===== src/rtl/uart_tx_frame.sv =====
// uart_tx_frame: req/ack byte intake, serialised as start | d1..d7,d0 | stop; define UART_TX_STOP2_EN for a second stop bit
module uart_tx_frame #(
  parameter int DIV_MAX = 1,
  parameter int TICKS_PER_BIT = 9
) (
  input  logic       clk,
  input  logic       clr,
  input  logic       req,
  input  logic [7:0] data,
  output logic       ack,
  output logic       tx,
  output logic       busy
);
  localparam int DW = DIV_MAX > 0 ? $clog2(DIV_MAX + 1) : 1;
  localparam int CW = TICKS_PER_BIT > 1 ? $clog2(TICKS_PER_BIT) : 1;
  typedef enum logic [3:0] {
    IDLE, HS_ACK, START, SLOT1, SLOT2, SLOT3, SLOT4, SLOT5, SLOT6, SLOT7, SLOT8, STOP
`ifdef UART_TX_STOP2_EN
    , STOP2
`endif
  } state_t;
`ifdef UART_TX_STOP2_EN
  localparam state_t LAST = STOP2;
`else
  localparam state_t LAST = STOP;
`endif
  state_t state;
  logic [DW-1:0] div;
  logic [CW-1:0] cnt;
  logic [7:0] sh;
  logic tick, slot_end;
  assign tick = div == DW'(DIV_MAX);
  assign slot_end = tick && cnt == CW'(TICKS_PER_BIT - 1);
  // Handshake, bit timing and shifting; the shift register holds the byte pre-rotated
  // so that bit 0 goes out last, and fills with ones so stop slots drive high for free
  always_ff @(posedge clk) begin
    if (clr) begin
      state <= IDLE;
      tx <= 1'b1;
      ack <= 1'b0;
      busy <= 1'b0;
      div <= '0;
      cnt <= '0;
      sh <= '0;
    end else if (state == IDLE) begin
      if (req) begin
        state <= HS_ACK;
        ack <= 1'b1;
        busy <= 1'b1;
        sh <= {data[0], data[7:1]};
      end
    end else if (state == HS_ACK) begin
      if (!req) begin
        state <= START;
        ack <= 1'b0;
        tx <= 1'b0;
        div <= '0;
        cnt <= '0;
      end
    end else begin
      div <= tick ? '0 : div + 1'b1;
      if (tick) cnt <= slot_end ? '0 : cnt + 1'b1;
      if (slot_end) begin
        tx <= sh[0];
        sh <= {1'b1, sh[7:1]};
        state <= state == LAST ? IDLE : state_t'(state + 4'd1);
        busy <= state != LAST;
      end
    end
  end
endmodule

===== config.mk =====
export PLATFORM = sky130hd
export DESIGN_NAME = uart_tx_frame
export DESIGN_NICKNAME = d
export VERILOG_FILES = /design/src/rtl/uart_tx_frame.sv
export SDC_FILE = /design/constraint.sdc
export NUM_CORES = 1
export LEC_CHECK = 0
export ABC_AREA = 1
export ABC_CLOCK_PERIOD_IN_PS = 2000
export CORE_UTILIZATION = 40
export CTS_BUF_LIST = sky130_fd_sc_hd__clkbuf_8
export DETAILED_ROUTE_END_ITERATION = 6
export PLACE_DENSITY = 0.69
export SLEW_MARGIN = 10
export SYNTH_ARGS = -nofsm -noshare
export SYNTH_HDL_FRONTEND = slang
export SYNTH_SLANG_ARGS = --single-unit

===== constraint.sdc =====
create_clock -name clk -period 2 [get_ports clk]
set_input_delay 0.5 -clock clk [delete_from_list [all_inputs] [get_ports clk]]
set_output_delay 0.5 -clock clk [all_outputs]
set_load 0.02 [all_outputs]

==> metrics.txt <==
# TYPE chip_impl_metric gauge
chip_impl_metric{name="number_of_antenna_violations_at_the_first_check_in_global_routing",unit=""} 0
chip_impl_metric{name="htree_levels",unit=""} 1
chip_impl_metric{name="peakVddDrop",unit="mV"} 0.695
chip_impl_info{name="timing.critical_path.cells",value="clkdlybuf4s50_1"} 1
chip_impl_metric{name="num_antenna_cells",unit=""} 0
chip_impl_metric{name="drc",unit=""} 0
chip_impl_metric{name="yosysTopAreaCellShare",unit=""} 0.344
chip_impl_metric{name="syn_inst",unit=""} 172
chip_impl_info{name="critical_path_launch_point_type",value="flip-flop"} 1
chip_impl_metric{name="ant_nets",unit=""} 0
chip_impl_metric{name="cpPeakStageDelay",unit="ns"} 0.61
chip_impl_metric{name="count_of_cell_types_in_the_netlist",unit=""} 27
chip_impl_metric{name="layout_worst_path_cycle_share",unit=""} 0.858
chip_impl_metric{name="drt_wl_total",unit="µm"} 2280
chip_impl_metric{name="die-area",unit="µm²"} 3130
chip_impl_info{name="yosys.cell_count.top_type",value="nand2_1"} 1
chip_impl_info{name="synth.area.top_cells",value="dfxtp_1 (34%), nand2_1 (15%), nor2_1 (7.4%)"} 1
chip_impl_metric{name="cts_made_buffers",unit=""} 3
chip_impl_metric{name="gr-usage-met3",unit=""} 0.0326
chip_impl_metric{name="globalRouteTotalUtil",unit=""} 0.161
chip_impl_metric{name="pin_count_of_the_biggest_net_entering_global_routing",unit=""} 17
chip_impl_metric{name="asyncSetResetFlopFracSynth",unit=""} 0
chip_impl_metric{name="grt.met1_usage",unit=""} 0.195
chip_impl_info{name="rsz0062_at_grt",value="false"} 1
chip_impl_metric{name="drtIter0Drc",unit=""} 24
chip_impl_metric{name="report.final.setup_viol",unit=""} 0
chip_impl_metric{name="hpwlAfterDp",unit="µm"} 1730
chip_impl_metric{name="finalClockSkew",unit="ns"} 0.00800
chip_impl_metric{name="worstSkewPairLatency",unit="ns"} 0.26
chip_impl_metric{name="grt_overflow_total",unit=""} 0
chip_impl_metric{name="fraction_of_layout_instances_using_a_drive_strength_above_1",unit=""} 0.106
chip_impl_metric{name="worst-path-buf-inv",unit=""} 1
chip_impl_metric{name="power_density",unit="nW/µm²"} 1430
chip_impl_metric{name="reg2reg_setup_slack",unit="ns"} 0.36
chip_impl_metric{name="syn_nets",unit=""} 188
chip_impl_metric{name="cp_data_arrival_time",unit="ns"} 1.22
chip_impl_metric{name="firstDrtPassIters",unit=""} 4
chip_impl_metric{name="achievable-frequency",unit="MHz"} 583
chip_impl_metric{name="cp.required",unit="ns"} 1.50
chip_impl_info{name="critical_path_type",value="reg2out"} 1
chip_impl_metric{name="drv_slew",unit=""} 0
chip_impl_metric{name="core_area",unit="µm²"} 2760
chip_impl_info{name="cpLargestDelayFamily",value="buffers and inverters"} 1
chip_impl_metric{name="post-route-cell-area",unit="µm²"} 1380
chip_impl_metric{name="final_weighted_congestion_in_routability_driven_placement",unit=""} 0.865
chip_impl_metric{name="area_growth_syn_to_layout",unit="%"} 18.5
chip_impl_metric{name="floorplan.die.height",unit="µm"} 55.9
chip_impl_metric{name="post_cts_buffers",unit=""} 0
chip_impl_metric{name="io_buffer_count",unit=""} 13
chip_impl_metric{name="number_of_rows_created_at_floorplan",unit=""} 19
chip_impl_metric{name="wl_per_cell",unit="µm"} 10.4
chip_impl_metric{name="number_of_global_route_vias_before_repair",unit=""} 983
chip_impl_info{name="synth_largest_area_cell",value="dfxtp_1"} 1
chip_impl_metric{name="worst_max_slew_pin_slew",unit="ns"} 0.231
chip_impl_metric{name="utilization_of_the_core_after_routing",unit=""} 0.500
chip_impl_metric{name="slew_headroom",unit=""} 0.846
chip_impl_metric{name="crit_fanout",unit=""} 2
chip_impl_metric{name="mappedNetlistArea",unit="µm²"} 1160
chip_impl_metric{name="final_hold_viol_count",unit=""} 0
chip_impl_metric{name="post_route_setup_tns",unit="ns"} 0
chip_impl_metric{name="power.static_leakage",unit="nW"} 0.673
chip_impl_metric{name="fillers",unit=""} 265
chip_impl_metric{name="synth.yosys.seq_area_share",unit=""} 0.344
chip_impl_metric{name="placed_cells_incl_taps",unit=""} 215
chip_impl_info{name="ctsRootBufferMaster",value="clkbuf_8"} 1
chip_impl_metric{name="tritoncts_num_sinks",unit=""} 20
chip_impl_metric{name="cts_hold_buffers",unit=""} 0
chip_impl_metric{name="num_vias",unit=""} 1082
chip_impl_metric{name="max_cap_violations",unit=""} 0
chip_impl_metric{name="initial_utilization",unit=""} 0.422
chip_impl_metric{name="die_x",unit="µm"} 55.9
chip_impl_metric{name="synth-edff-count",unit=""} 0
chip_impl_metric{name="clk_pin_slew",unit="ns"} 0.08
chip_impl_info{name="synth_ff_type",value="dfxtp_1"} 1
chip_impl_metric{name="final_cells",unit=""} 219
chip_impl_info{name="run_status",value="finished clean"} 1
chip_impl_info{name="hold_path_class",value="reg2reg"} 1
chip_impl_metric{name="grt.met2_usage",unit=""} 0.281
chip_impl_metric{name="vias_per_cell",unit=""} 4.94
chip_impl_metric{name="clk_path_buf_depth",unit=""} 2
chip_impl_info{name="critical_path.slowest_cell",value="clkdlybuf4s50_1"} 1
chip_impl_metric{name="design.portCount",unit=""} 14
chip_impl_metric{name="cts_resized",unit=""} 0
chip_impl_metric{name="synth.avg_cell_area",unit="µm²"} 6.77
chip_impl_info{name="cts_tree",value="yes"} 1
chip_impl_info{name="ranking_of_synthesized_cells_by_instance_count",value="nand2_1 (48), nor2_1 (23), inv_1 (22)"} 1
chip_impl_metric{name="ys_ff_latch",unit=""} 20
chip_impl_metric{name="finalNetCount",unit=""} 205
chip_impl_info{name="most_used_layer_global_route",value="met2"} 1
chip_impl_metric{name="ys_warn_count",unit=""} 0
chip_impl_info{name="critPathCaptureType",value="output port"} 1
chip_impl_metric{name="period_needed",unit="ns"} 1.72
chip_impl_metric{name="place_area",unit="µm²"} 1320
chip_impl_metric{name="grt_first_pass_wirelength",unit="µm"} 4020
==> area by class of cell <==
class	count	area [µm²]	share of cell area
multi-input combinational	123	639	0.464
sequential	20	400	0.290
timing repair buffer	15	145	0.105
inverter	26	100	0.0726
clock buffer	4	55.1	0.0399
tap	31	38.8	0.0281
==> path summary, 6_finish.rpt <==
| kind | startpoint | endpoint | cells after the start |
|---|---|---|---|
| min reg2reg | busy$_SDFFE_PP0P_ | busy$_SDFFE_PP0P_ | 2 |
| min | busy$_SDFFE_PP0P_ | busy$_SDFFE_PP0P_ | 2 |
| max reg2reg | state[0]$_SDFFE_PP0P_ | state[0]$_SDFFE_PP0P_ | 8 |
| max | ack$_SDFFE_PP0P_ | ack | 1 |
==> metal layers <==
metal  share of wire  wire length (µm)
met1            0.47              1070
met2            0.48              1100
met3           0.029                66
met4           0.020                46
met5               0                 0
==> layout by cell type (no fill, tap or decap), drive strengths merged <==
cell,n
clkdlybuf4s50,13
clkbuf,4
xor2,2
nand4,6
buf,2
ha,5
inv,25
o22ai,1
o21bai,1
dfxtp,20
or2,1
clkinv,1
a21oi,8
o21ai,10
nor2,25
nand3,11
nand2,53
==> report_power, final <==
group,total [mW],internal (mW),switching (mW)
Sequential,0.584,0.515,0.0692
Clock,0.311,0.175,0.136
Combinational,1.08,0.385,0.695
==> flip-flops by register name (all words and copies together) (netlist names) <==
signal	cells
state	4
cnt	4
busy	1
ack	1
sh	8
tx	1
div	1
==> stage by stage <==
step	hold slack (ns)	power, mW	setup WS, ns
after floorplan	0.444	1.49	0.580
after global placement	0.456	1.64	0.229
after detailed placement	0.461	1.67	0.205
after CTS	0.475	1.99	0.279
after global routing	0.485	2.17	0.170
final	0.467	1.98	0.284
==> cells by family after synthesis <==
family,count (synthesis),share of synthesized area
AO/OA/AOI/OAI,20,0.0925
XOR/XNOR,2,0.0151
adder cells (fa/ha/maj),5,0.0538
buffers and inverters,29,0.106
flip-flops,20,0.344
AND/OR/NAND/NOR,96,0.388
Note: power is estimated with default switching activity, not from simulation.
